<file path="config.mk">
export PLATFORM = sky130hd
export DESIGN_NAME = alu_op_sequencer
export DESIGN_NICKNAME = d
export VERILOG_FILES = /design/src/rtl/alu_op_sequencer.sv
export SDC_FILE = /design/constraint.sdc
export NUM_CORES = 1
export LEC_CHECK = 0
export BUFFER_PORTS_ARGS = -buffer_cell sky130_fd_sc_hd__buf_4
export CORE_ASPECT_RATIO = 0.9
export CORE_MARGIN = 3
export CORE_UTILIZATION = 40
export CTS_CLUSTER_DIAMETER = 50
export DETAILED_ROUTE_END_ITERATION = 10
export PLACE_DENSITY = 0.62
export SLEW_MARGIN = 20
export SYNTH_ARGS = -nofsm -noshare
export SYNTH_HDL_FRONTEND = slang
export SYNTH_SLANG_ARGS = --single-unit
export TNS_END_PERCENT = 50
</file>
<file path="constraint.sdc">
create_clock -name clk -period 2.8 [get_ports clk]
set_input_delay 0.42 -clock clk [delete_from_list [all_inputs] [get_ports clk]]
set_output_delay 0.42 -clock clk [all_outputs]
set_load 0.05 [all_outputs]
</file>
<file path="src/rtl/alu_op_sequencer.sv">
// Command-driven sequencer for the 8-bit combinational ALU: buffers commands in a FIFO,
// issues registered operands, waits a settle time, captures the result and supports chaining.
module alu_op_sequencer #(
  parameter int FIFO_DEPTH = 4,
  parameter int SETTLE     = 1
) (
  input  logic       clk,
  input  logic       rst,
  input  logic       cmd_valid,
  output logic       cmd_ready,
  input  logic [2:0] cmd_op,
  input  logic [7:0] cmd_a,
  input  logic [7:0] cmd_b,
  input  logic       cmd_chain,
  output logic [7:0] alu_a,
  output logic [7:0] alu_b,
  output logic [2:0] alu_sel,
  input  logic [7:0] alu_result,
  output logic       res_valid,
  input  logic       res_ready,
  output logic [7:0] res_data,
  output logic       busy
);

  localparam int PW = (FIFO_DEPTH > 1) ? $clog2(FIFO_DEPTH) : 1;
  localparam int CW = PW + 1;
  localparam int TW = (SETTLE > 1) ? $clog2(SETTLE) : 1;
  localparam logic [CW-1:0] FULL_COUNT = CW'(FIFO_DEPTH);
  localparam logic [TW-1:0] CNT_INIT   = TW'(SETTLE - 1);

  typedef struct packed {
    logic [2:0] op;
    logic [7:0] a;
    logic [7:0] b;
    logic       chain;
  } cmd_t;

  typedef enum logic [1:0] {
    ST_IDLE    = 2'd0,
    ST_SETTLE  = 2'd1,
    ST_CAPTURE = 2'd2
  } state_t;

  cmd_t          mem [FIFO_DEPTH];
  logic [PW-1:0] rd_ptr;
  logic [PW-1:0] wr_ptr;
  logic [CW-1:0] count;
  state_t        state;
  state_t        state_nxt;
  logic [TW-1:0] cnt;
  logic [7:0]    acc;
  cmd_t          head;
  logic          push;
  logic          pop;
  logic          load_res;

  // cmd_ready comes from the registered count only, keeping input handshakes free of comb paths
  assign cmd_ready = (count != FULL_COUNT);
  assign push      = cmd_valid && cmd_ready;
  assign head      = mem[rd_ptr];
  assign busy      = (count != '0) || (state != ST_IDLE);

  always_ff @(posedge clk) begin
    if (push) begin
      mem[wr_ptr] <= {cmd_op, cmd_a, cmd_b, cmd_chain};
    end
  end

  always_ff @(posedge clk or posedge rst) begin
    if (rst) begin
      rd_ptr <= '0;
      wr_ptr <= '0;
      count  <= '0;
    end else begin
      if (push) begin
        wr_ptr <= wr_ptr + PW'(1);
      end
      if (pop) begin
        rd_ptr <= rd_ptr + PW'(1);
      end
      case ({push, pop})
        2'b10:   count <= count + CW'(1);
        2'b01:   count <= count - CW'(1);
        default: count <= count;
      endcase
    end
  end

  always_ff @(posedge clk or posedge rst) begin
    if (rst) begin
      state <= ST_IDLE;
    end else begin
      state <= state_nxt;
    end
  end

  always_comb begin
    state_nxt = state;
    pop       = 1'b0;
    load_res  = 1'b0;
    case (state)
      ST_IDLE: begin
        if (count != '0) begin
          pop       = 1'b1;
          state_nxt = ST_SETTLE;
        end
      end
      ST_SETTLE: begin
        if (cnt == '0) begin
          state_nxt = ST_CAPTURE;
        end
      end
      ST_CAPTURE: begin
        // a held, unconsumed result blocks capture; operands stay put meanwhile
        if (!res_valid || res_ready) begin
          load_res  = 1'b1;
          state_nxt = ST_IDLE;
        end
      end
      default: state_nxt = ST_IDLE;
    endcase
  end

  always_ff @(posedge clk or posedge rst) begin
    if (rst) begin
      alu_a     <= '0;
      alu_b     <= '0;
      alu_sel   <= '0;
      cnt       <= '0;
      acc       <= '0;
      res_data  <= '0;
      res_valid <= 1'b0;
    end else begin
      if (pop) begin
        alu_sel <= head.op;
        alu_b   <= head.b;
        alu_a   <= head.chain ? acc : head.a;
        cnt     <= CNT_INIT;
      end else if (state == ST_SETTLE && cnt != '0) begin
        cnt <= cnt - TW'(1);
      end
      // a same-edge consume and load keeps res_valid high with the new data
      if (load_res) begin
        res_data  <= alu_result;
        acc       <= alu_result;
        res_valid <= 1'b1;
      end else if (res_ready) begin
        res_valid <= 1'b0;
      end
    end
  end

endmodule

</file>
Word level (Yosys, flattened, before mapping)
Memories as Yosys holds them, arrays and structs flattened.
Cells that the tools add are included.
{"block": "totals", "reg_bits": 38, "ram_bits": 80, "out_inout_bits": 30, "elab_cells": 52, "n_memories": 1}
{"block": "classes", "addsub": 5, "eq_ne": 8, "muxes": 16, "n_reduce_logical": 12}
{"name": "mem", "depth": 4, "word_bits": 20, "rd": 1, "rd_clocked_by_memory_dff": 0, "write_ports": 1, "line_no": "44", "rtl": "cmd_t mem [FIFO_DEPTH];"}
{"cell": "$mux W1", "count": 10}
{"cell": "$mux W8", "count": 1}
{"cell": "$reduce_bool A2 Y1", "count": 4}
{"cell": "$mux W2", "count": 3}
{"cell": "$ne A2 B2 Y1 const B", "count": 3}
{"cell": "$pmux W2 S3", "count": 1}
{"cell": "$pmux W3 S2", "count": 1}
{"cell": "$add A2 B1 Y2 const B", "count": 2}
{"cell": "$eq A2 B1 Y1 const B", "count": 2}
{"cell": "$eq A2 B2 Y1 const B", "count": 2}
{"cell": "$add A3 B1 Y3 const B", "count": 1}
{"cell": "$ne A3 B3 Y1 const B", "count": 1}
{"cell": "$reduce_and A3 Y1", "count": 1}
{"cell": "$reduce_bool A3 Y1", "count": 1}
{"cell": "$sub A3 B1 Y3 const B", "count": 1}
{"cell": "$logic_and A1 B1 Y1", "count": 2}
{"cell": "$logic_not A2 Y1", "count": 1}
{"cell": "$logic_or A1 B1 Y1", "count": 2}
{"cell": "$logic_not A1 Y1", "count": 1}
{"cell": "$sub A1 B1 Y1 const B", "count": 1}

Depth between registers and ports, before layout
Gate-level depths: netlist of the first run.
{"block": "depth", "depth_word": 5, "mapped_depth": 10, "depth_no_buf": 9}

Least setup slack after synthesis of the first run
OpenSTA, ideal clock, no wires.
{"block": "synth_path", "kind": "flip-flop to flip-flop", "from": "reg count[0]", "to": "reg count[2]", "setup_ns": 0.079, "t_arrival_ns": 2.275, "required_time_ns": 2.721, "path_slack_ns": 0.446, "stages_incl_launch_ff": 10, "path_buffers": 1, "synth_period_minus_slack_ns": 2.354, "cell_sequence": "dfrtp_1 or3b_1 clkbuf_1 nand2_2 ha_1 inv_1 fa_1 xor2_1 nor2_1 xor2_1"}
{"block": "synth_via", "word_cells_on_any_way": 11, "cone_classes": "add/sub: 2; eq/ne: 3; mux: 3; reduce/logical: 3"}
{"element": "start: declaration", "line_no": "47", "rtl": "logic [CW-1:0] count;"}
{"element": "start signal: assignment", "line_no": "82", "rtl": "2'b10: count <= count + CW'(1);"}
{"element": "start signal: assignment", "line_no": "83", "rtl": "2'b01: count <= count - CW'(1);"}
{"element": "start signal: assignment", "line_no": "84", "rtl": "default: count <= count;"}
{"element": "$ne A3 B3 Y1 (*)", "line_no": "58", "rtl": "assign cmd_ready = (count != FULL_COUNT);"}
{"element": "named net cmd_ready", "line_no": "10", "rtl": "output logic cmd_ready,"}
{"element": "$logic_and A1 B1 Y1 (*)", "line_no": "59", "rtl": "assign push = cmd_valid && cmd_ready;"}
{"element": "$eq A2 B1 Y1 or $eq A2 B2 Y1 (tied branches)", "line_no": "81", "rtl": "case ({push, pop})"}
{"element": "$pmux W3 S2 or $reduce_bool A2 Y1 (tied branches)"}
Mark *: on every way through the listed nets, which the timed path passes. The rest lies on a longest branch.
A chain may end at the register's enable or synchronous reset.

Final worst setup path of the first run
{"block": "layout_path", "from": "reg count[0]", "to": "reg count[2]"}
{"block": "layout_via", "elab_chain_len": 5, "word_cells_on_any_way": 11, "cone_classes": "add/sub: 2; eq/ne: 3; mux: 3; reduce/logical: 3"}
{"element": "$reduce_bool A3 Y1", "line_no": "103", "rtl": "if (count != '0) begin"}
{"element": "$mux W1", "line_no": "103"}
{"element": "$mux W1", "line_no": "101", "rtl": "case (state)"}
{"element": "$eq A2 B1 Y1 or $eq A2 B2 Y1 (tied branches)", "line_no": "81"}
{"element": "$pmux W3 S2 or $reduce_bool A2 Y1 (tied branches)"}
Several ways; a longest one is shown, not always the timed one.

==> results of run 1 <==
-- worst max-delay path: cells and delay by family, from the launching register on --
family / cells / cell delay, ns
XOR/XNOR: 2 / 0.32
adder cells (fa/ha/maj): 2 / 0.56
buffers and inverters: 3 / 0.35
flip-flops: 1 / 0.39
AND/OR/NAND/NOR: 3 / 0.50
-- cell type report --
type | count | area share [%]
clock buffers | 21 | 7.77
clock inverters | 11 | 1.86
inverters | 9 | 0.583
multi-input cells | 98 | 20.0
flip-flops and latches | 118 | 57.8
well taps | 152 | 3.28
repair buffers | 67 | 8.67
-- report_power, final --
part	total, mW	internal, mW	switching [mW]
sequential	2.71	2.42	0.290
combinational	2.86	1.18	1.67
clock	2.03	1.32	0.711
total	7.60	4.92	2.67
-- Yosys cell counts, drive strengths merged --
cell type / count / area share, %
nor2b: 1 / 0.14
buf: 6 / 1.1
nor2: 2 / 0.16
o22ai: 1 / 0.14
mux2i: 9 / 2.0
inv: 9 / 0.73
nand2b: 4 / 0.54
or3b: 1 / 0.19
dfrtp: 38 / 21
clkbuf: 5 / 0.41
nor3: 2 / 0.22
or2: 1 / 0.14
fa: 1 / 0.43
xnor2: 3 / 0.57
ha: 5 / 1.4
xor2: 3 / 0.57
mux2: 20 / 5.6
o21ai: 17 / 1.8
edfxtp: 80 / 52
nand2: 3 / 0.30
mux4: 20 / 10
and3: 5 / 0.68
-- worst paths after layout --
path | startpoint | to | slack [ns] | cells after the start
worst max-delay path | count[0]$_DFFE_PP0P_ | count[2]$_DFFE_PP0P_ | 0.60 | 10
worst min-delay path | rst | alu_b[3]$_DFFE_PP0P_ | 0.15 | 3
worst max register to register | count[0]$_DFFE_PP0P_ | count[2]$_DFFE_PP0P_ | 0.60 | 10
worst min register to register | count[2]$_DFFE_PP0P_ | count[2]$_DFFE_PP0P_ | 0.50 | 1
max in group asynchronous | rst | alu_a[7]$_DFFE_PP0P_ | 2.30 | 3
min in group clk | cmd_b[2] | mem[1][3]$_DFFE_PP_ | 0.22 | 1
-- layout by cell type, fill, tap and decap left out, types with 4 or more instances in the layout --
cell       count
edfxtp_1      80
buf_4         67
dfrtp_1       38
clkbuf_16     17
mux4_2        14
mux2_2        11
mux2i_1        9
o21ai_0        9
mux2_4         9
inv_1          8
o21ai_1        8
mux4_1         6
ha_1           5
clkinv_2       5
nand2b_1       4
-- flip-flops by register name (all words and copies together), names as in the netlist --
register	flops
mem	80
acc	8
alu_a	8
alu_b	8
alu_sel	3
count	3
rd_ptr	2
state	2
wr_ptr	2
cnt	1
res_valid	1
-- metrics by stage --
stage               cell area, um^2  hold slack, ns  total power, mW  worst slack (ns)  util [%]
CTS                            5800           0.157             7.71             0.585      52.5
global placement               5240           0.470             5.60             0.680      47.5
global route                   5800           0.190             8.00             0.449      52.6
floorplan                      4610           0.455             4.85             0.446         -
finish                         5800           0.147             7.60             0.599      52.6
detailed placement             5240           0.485             5.65             0.610      47.5
-- layer usage --
metal	track usage [%]	up-vias	part of all wire (%)
met5	0	-	0
met4	5.96	0	1.2
met3	5.36	10	5.2
met2	22.9	53	49
met1	18.1	1158	44
li1	-	1062	-
-- cells by family after synthesis --
kind of cell | synth area share (%)
adder cells (fa/ha/maj) | 1.79
multiplexers | 17.8
buffers and inverters | 2.25
flip-flops | 72.7
XOR/XNOR | 1.14
AO/OA/AOI/OAI | 1.98
AND/OR/NAND/NOR | 2.36
==> results.txt, run 1 <==
Crit Path Category = reg -> reg
Number of I/O port buffers = 61
DR iter-0 viols = 159
Initial antenna violation count = 0
Worst slew pin tran = 1.04 ns
Final Skew = 0.00789 ns
Final net count = 349
Peak VDD IR = 0.623 mV
Relative slew slack = 30.3%
Max Fanout on Critical Path = 11
Hold crit path type = in -> async
Number of max-cap violations = 0
Overflow after GRT = 0
Layout cells sized above 1 = 41.4%
Final wirelength = 8440 um
FILL cells = 907
Total CTS buffers = 17
CTS tree = built
Final antenna diode count = 0
Highest clock rate = 454 MHz
Htree depth = 4
Sequential cell area = 0.00335 mm^2
Post-route insts no fill = 476
Overall Global Routing Usage = 14.5%
Die Height = 108 um
IO Pins = 62
Flops & latches, synth = 118
Total number of vias = 2283
Drt wl/cell = 17.7 um
Most frequent CP cell = xor2_1
Arrival time worst endpoint = 2.52 ns
CTS Hold Bufs = 0
Syn Inst Count = 236
P_leak = 2.29 nW
PwrDens = 1310 mW/mm^2
Ys Warns = 0
Placement Rows = 36
First-pass GRT wire length = 13600 um
Clock Sinks = 118
Post-DRT Antenna Nets = 0
Critical path startpoint category = flip-flop
Crit. End Element = flip-flop
RSZ-0062 raised after global routing = no
Crit path time final = 2.20 ns
Core ar. = 0.0110 mm^2
Clk_lat worst skew = 0.40 ns
Status = finished, final reports clean
Crit path cell chain = nor3_1 -> buf_4 -> nand2b_1 -> inv_2 -> ha_1 -> inv_1 -> fa_1 -> xor2_1 -> nor2_1 -> xor2_1
Drt pass-1 iters = 4
Syn_area_per_cell = 19.6 um^2
Clock transition at the registers of the reported paths = 0.05 ns
# setup viols final = 0
Final Hold Viols = 0
Final period util = 78.6%
GPL Wtd Cong = 0.701
Longest Clk Path Bufs = 2
Largest net degree at the start of global routing = 39
Dpl hpwl = 5290 um
Number of global-route vias before repair = 2457
Cell variety after synth = 29
Final Max Tran Viols = 0
Vias/cell = 4.80
Die width = 119 um
Syn nets = 274
Crit path max-delay cell type = dfrtp_1
Initial core utilization = 41.8%
Critical path's largest stage delay = 0.39 ns
Multi-input logic area = 0.00116 mm^2
CTS root buf = clkbuf_16
Placed cell count = 444
Synth Cell Area = 0.00461 mm^2
Fin Setup TNS = 0 ns
CP required = 3.12 ns
Setup Buffers After CTS = 0
Post_cts resized = 0
Die footprint = 0.0129 mm^2
DR DRC count = 0
Post-synthesis sequential area ratio = 72.7%
Area Overhead vs Synth = 25.7%
Note: power is estimated with default switching activity, not from simulation.
==> inputs of run 2 (changes only) <==
==> constraint.sdc (replaced) <==
create_clock -name clk -period 2.05 [get_ports clk]
set_input_delay 0.3075 -clock clk [delete_from_list [all_inputs] [get_ports clk]]
set_output_delay 0.3075 -clock clk [all_outputs]
set_load 0.05 [all_outputs]
==> run 2 against run 1 <==
  * Via count increased by 3.7%
  * Final cell count increased by 2.3%
  * Largest cell class unchanged
  * Global-route usage is 0.26 points higher
  * Routed wire length up 2.1%
  * Critical endpoint unchanged
==> results.txt, run 2 (synthesis results as in run 1) <==
Status = finished, final reports clean (unchanged)
Layout cells sized above 1 = 44.5% (was 41.4%)
Total power = 10.8 mW (was 7.60 mW)
Post-DRT Antenna Nets = 0 (unchanged)
Final period util = 95.0% (was 78.6%)
# setup viols final = 0 (unchanged)
Reg2Reg Setup Slack = 0.10 ns (was 0.60 ns)
P_leak = 2.37 nW (was 2.29 nW)
Max Fanout on Critical Path = 4 (was 11)
R2R cell count = 8 (was 10)
Die footprint = 0.0129 mm^2 (unchanged)
Final Max Tran Viols = 0 (unchanged)
Drt pass-1 iters = 4 (unchanged)
Reg with most FFs = mem (unchanged)
Drt wl/cell = 17.7 um (about the same)
Highest clock rate = 513 MHz (was 454 MHz)
Power share of the combinational group = 38.1% (was 37.6%)
Total CTS buffers = 17 (unchanged)
Arrival time worst endpoint = 2.28 ns (was 2.52 ns)
Crit Path Category = reg -> reg (unchanged)
Number of global-route vias before repair = 2570 (was 2457)
Hold crit path type = in -> reg (was in -> async)
DR DRC count = 0 (unchanged)
Crit. End Element = flip-flop (unchanged)
Initial antenna violation count = 0 (unchanged)
FF-to-FF Start = count[0]$_DFFE_PP0P_ (unchanged)
Most common cell after layout, fill and taps aside = edfxtp_1 (unchanged)
Die Height = 108 um (unchanged)
PwrDens = 1810 mW/mm^2 (was 1310 mW/mm^2)
Placement Rows = 36 (unchanged)
Sw Share = 35.0% (was 35.2%)
Overall Global Routing Usage = 14.7% (was 14.5%)
Final wirelength = 8620 um (was 8440 um)
Final net count = 360 (was 349)
Critical path startpoint category = flip-flop (unchanged)
Crit path capture = count[2]$_DFFE_PP0P_ (unchanged)
CTS tree = built (unchanged)
Max reg flops = 80 (unchanged)
Fin Setup TNS = 0 ns (unchanged)
CP required = 2.38 ns (was 3.12 ns)
DR iter-0 viols = 138 (was 159)
Sequential cell area = 0.00335 mm^2 (about the same)
Crit path time final = 1.95 ns (was 2.20 ns)
Number of max-cap violations = 0 (unchanged)
First-pass GRT wire length = 13900 um (was 13600 um)
IO Pins = 62 (unchanged)
Clock Power Share = 27.8% (was 26.7%)
Number of I/O port buffers = 61 (unchanged)
Final antenna diode count = 0 (unchanged)
Die width = 119 um (unchanged)
FILL cells = 888 (was 907)
Total number of vias = 2368 (was 2283)
Multi-input logic area = 0.00118 mm^2 (was 0.00116 mm^2)
CTS root buf = clkbuf_16 (unchanged)
Dpl hpwl = 5600 um (was 5290 um)
Crit path launch = count[0]$_DFFE_PP0P_ (unchanged)
Longest Clk Path Bufs = 2 (unchanged)
Most frequent cells in the layout = edfxtp_1 (80), buf_4 (75), dfrtp_1 (37) (was edfxtp_1 (80), buf_4 (67), dfrtp_1 (38))
Int Pwr = 7.03 mW (was 4.92 mW)
Core ar. = 0.0110 mm^2 (unchanged)
Vias/cell = 4.86 (was 4.80)
GPL Wtd Cong = 0.685 (was 0.701)
Clock transition at the registers of the reported paths = 0.06 ns (was 0.05 ns)
Relative slew slack = 51.8% (was 30.3%)
Clock Sinks = 118 (unchanged)
Initial core utilization = 41.8% (unchanged)
Final Skew = 0.00500 ns (was 0.00789 ns)
Clk_lat worst skew = 0.40 ns (about the same)
Largest net degree at the start of global routing = 23 (was 39)
Critical R2R Capture = count[2]$_DFFE_PP0P_ (unchanged)
Min Hold Slack = 0.105 ns (was 0.147 ns)
Peak VDD IR = 0.667 mV (was 0.623 mV)
Area Overhead vs Synth = 29.6% (was 25.7%)
Sw power = 3.78 mW (was 2.67 mW)
Worst slew pin tran = 0.718 ns (was 1.04 ns)
Overflow after GRT = 0 (unchanged)
Flop pwr share = 34.1% (was 35.7%)
Final Hold Viols = 0 (unchanged)
Htree depth = 4 (unchanged)
[run 2: layout make-up]
cell class                 instances  share of cell area (%)
sequential                       118                    56.1
multi-input combinational         98                    19.7
timing repair buffer              78                    10.2
clock buffer                      18                    7.34
tap                              152                    3.18
clock inverter                    14                    2.91
inverter                           9                   0.565
[run 2: worst max-delay path: stages (launching register included)]
cell,delay [ns]
dfrtp_2,0.43
or3b_4,0.40
nand2_4,0.10
ha_4,0.14
inv_1,0.04
fa_1,0.37
xor2_1,0.15
nor2_1,0.10
xor2_1,0.14
[run 2: layer usage]
metal | part of all wire (%) | vias to the layer above | global-route usage (%)
li1 | - | 1088 | -
met1 | 43 | 1224 | 18.0
met2 | 51 | 49 | 23.8
met3 | 5.1 | 7 | 5.73
met4 | 1.0 | 0 | 5.46
met5 | 0 | - | 0
[run 2: how the worst min path moves through the flow]
stage	from	to	slack, ns	cells after the start
3_5_place_dp	rst	count[1]$_DFFE_PP0P_	0.39	2
5_1_grt	cmd_b[1]	mem[0][2]$_DFFE_PP_	0.08	1
6_report	cmd_b[1]	mem[0][2]$_DFFE_PP_	0.10	1
4_1_cts	cmd_b[2]	mem[1][3]$_DFFE_PP_	0.08	1
3_3_place_gp	rst	count[1]$_DFFE_PP0P_	0.38	2
2_1_floorplan	cmd_chain	mem[0][0]$_DFFE_PP_	0.41	0
[run 2: per-stage QoR]
stage | instance area, um^2 | worst slack, ns | utilization, % | instances
floorplan | 4640 | 0.0112 | - | 236
global placement | 5350 | 0.109 | 48.5 | 453
detailed placement | 5350 | 0.0605 | 48.5 | 453
CTS | 5970 | 0.0392 | 54.1 | 486
global route | 5980 | -0.0123 | 54.2 | 487
finish | 5980 | 0.102 | 54.2 | 487
[run 2: timing repair]
action | in CTS | in global routing
endpoints found under the hold margin | 16 | 0
hold buffers | 1 | 0
endpoints found under the setup margin | 0 | 1
gates resized for setup | 0 | 2
setup buffers | 0 | 1
[run 2: power groups by stage]
stage	clock, mW	sequential, mW	combinational [mW]
after floorplan	0	4.58	2.09
after CTS	3.06	3.69	4.17
after global placement	0	3.70	4.10
final	3.01	3.68	4.12
after detailed placement	0	3.73	4.15
after global routing	3.19	3.77	4.42
==> inputs of run 3 (changes only) <==
--- a/config.mk
+++ b/config.mk
@@ -6,7 +6,7 @@
 export NUM_CORES = 1
 export LEC_CHECK = 0
 export BUFFER_PORTS_ARGS = -buffer_cell sky130_fd_sc_hd__buf_4
-export CORE_ASPECT_RATIO = 0.9
+export CORE_ASPECT_RATIO = 1.2
 export CORE_MARGIN = 3
 export CORE_UTILIZATION = 40
 export CTS_CLUSTER_DIAMETER = 50
==> run 3 against run 2 <==
  * Combinational power increased by 1%
  * Critical path depth stayed put
  * Final cell count grew 0.41%
  * Sequential share of layout area shrank 0.091 points
  * Die area about the same
  * Design area up 0.13%
  * Clock power is 5% lower
  * First-iteration DRC count is 57% lower
  * Critical path type unchanged
  * Highest routed layer unchanged
==> results.txt, run 3 (synthesis results as in run 1) <==
Critical path's largest stage delay = 0.43 ns (about the same)
Overflow after GRT = 0 (unchanged)
Die footprint = 0.0129 mm^2 (about the same)
Clock transition at the registers of the reported paths = 0.05 ns (was 0.06 ns)
Most common cell after layout, fill and taps aside = edfxtp_1 (unchanged)
Critical path startpoint category = flip-flop (unchanged)
Placement Rows = 42 (was 36)
Overall Global Routing Usage = 14.1% (was 14.7%)
Total CTS buffers = 17 (unchanged)
Layout cells sized above 1 = 43.3% (was 44.5%)
Clock Sinks = 118 (unchanged)
Die width = 104 um (was 119 um)
Reg with most FFs = mem (unchanged)
Initial core utilization = 41.4% (was 41.8%)
Final net count = 360 (unchanged)
First-pass GRT wire length = 13400 um (was 13900 um)
Longest Clk Path Bufs = 2 (unchanged)
Core ar. = 0.0111 mm^2 (was 0.0110 mm^2)
Area Overhead vs Synth = 29.8% (was 29.6%)
Min Hold Slack = 0.0251 ns (was 0.105 ns)
Crit path cell chain = or3b_4 -> nand2_4 -> ha_4 -> inv_1 -> fa_1 -> xor2_1 -> nor2_1 -> xor2_1 (unchanged)
Total number of vias = 2353 (was 2368)
Clk_lat worst skew = 0.41 ns (was 0.40 ns)
Number of global-route vias before repair = 2547 (was 2570)
Post-DRT Antenna Nets = 0 (unchanged)
P_leak = 2.38 nW (was 2.37 nW)
# setup viols final = 0 (unchanged)
Worst Path Buf+Inv = 1 (unchanged)
Vias/cell = 4.81 (was 4.86)
Die Height = 124 um (was 108 um)
Number of I/O port buffers = 61 (unchanged)
Relative slew slack = 66.1% (was 51.8%)
Drt wl/cell = 17.0 um (was 17.7 um)
CTS root buf = clkbuf_16 (unchanged)
Htree depth = 4 (unchanged)
Total power = 10.7 mW (was 10.8 mW)
Peak VDD IR = 0.622 mV (was 0.667 mV)
Highest clock rate = 511 MHz (was 513 MHz)
Drt pass-1 iters = 4 (unchanged)
IO Pins = 62 (unchanged)
Crit path time final = 1.96 ns (was 1.95 ns)
Final Skew = 0.00911 ns (was 0.00500 ns)
Final antenna diode count = 0 (unchanged)
Arrival time worst endpoint = 2.29 ns (was 2.28 ns)
Final wirelength = 8340 um (was 8620 um)
Crit. End Element = flip-flop (unchanged)
Initial antenna violation count = 0 (unchanged)
Most frequent CP cell = xor2_1 (unchanged)
DR DRC count = 0 (unchanged)
Max reg flops = 80 (unchanged)
Crit-path leading delay family = simple AND/OR/NAND/NOR gates (unchanged)
DR iter-0 viols = 59 (was 138)
Hold crit path type = in -> async (was in -> reg)
Crit Path Category = reg -> reg (unchanged)
FILL cells = 934 (was 888)
Worst slew pin tran = 0.509 ns (was 0.718 ns)
Largest net degree at the start of global routing = 39 (was 23)
Status = finished, final reports clean (unchanged)
GPL Wtd Cong = 0.756 (was 0.685)
PwrDens = 1790 mW/mm^2 (was 1810 mW/mm^2)
Max Fanout on Critical Path = 3 (was 4)
CP required = 2.38 ns (about the same)
CTS tree = built (unchanged)
Sequential cell area = 0.00335 mm^2 (about the same)
Number of max-cap violations = 0 (unchanged)
Final Max Tran Viols = 0 (unchanged)
Dpl hpwl = 5380 um (was 5600 um)
Most frequent cells in the layout = edfxtp_1 (80), buf_4 (73), dfrtp_1 (38) (was edfxtp_1 (80), buf_4 (75), dfrtp_1 (37))
Final period util = 95.5% (was 95.0%)
Final Hold Viols = 0 (unchanged)
Multi-input logic area = 0.00118 mm^2 (unchanged)
Crit path max-delay cell type = or3b_4 (was dfrtp_2)
-- run 3: worst min-delay path: cells and delay by family --
kind	cells	cell delay [ns]
buffers and inverters	3	0.57
-- run 3: final timing paths --
check | depth (start not counted) | slack [ns] | end | startpoint
min reg2reg | 1 | 0.49 | state[1]$_DFFE_PP0P_ | cnt$_DFFE_PP0P_
max reg2reg | 8 | 0.09 | count[2]$_DFFE_PP0P_ | count[1]$_DFFE_PP0P_
min | 3 | 0.03 | alu_sel[0]$_DFFE_PP0P_ | rst
max in group asynchronous | 3 | 1.67 | acc[5]$_DFFE_PP0P_ | rst
max | 8 | 0.09 | count[2]$_DFFE_PP0P_ | count[1]$_DFFE_PP0P_
min in group clk | 1 | 0.10 | mem[0][1]$_DFFE_PP_ | cmd_b[0]
-- run 3: cell type report --
type,count,share of cell area (%)
clock buffers,24,8.61
clock inverters,8,1.15
inverters,9,0.564
multi-input cells,98,19.7
flip-flops and latches,118,56.0
well taps,154,3.22
repair buffers,78,10.8
-- run 3: what timing repair did --
action                                  in CTS  in global routing
hold buffers                                 0                  0
endpoints found under the setup margin       0                  1
resized for setup                            0                  1
endpoints found under the hold margin        0                  0
setup buffers                                0                  3
-- run 3: per-stage QoR --
stage | setup slack (ns) | util, % | area [um^2] | cells | setup TNS, ns
finish | 0.0924 | 53.8 | 5990 | 489 | 0
global route | -0.0132 | 53.8 | 5990 | 489 | -0.0132
CTS | 0.0498 | 53.5 | 5960 | 486 | 0
detailed placement | 0.0590 | 48.3 | 5380 | 454 | 0
global placement | 0.107 | 48.3 | 5380 | 454 | 0
floorplan | 0.0112 | - | 4640 | 236 | 0
-- run 3: routing by layer --
metal | track usage [%] | up-vias | wire length, um
met2 | 23.5 | 46 | 4340
met5 | 0 | - | 0
met4 | 6.98 | 0 | 119
met1 | 16.6 | 1215 | 3550
met3 | 4.61 | 10 | 331
li1 | - | 1082 | -
-- run 3: where the power goes --
part	internal, mW	switching [mW]
combinational	1.82	2.35
clock	1.87	0.978
sequential	3.31	0.369
total	7.00	3.70
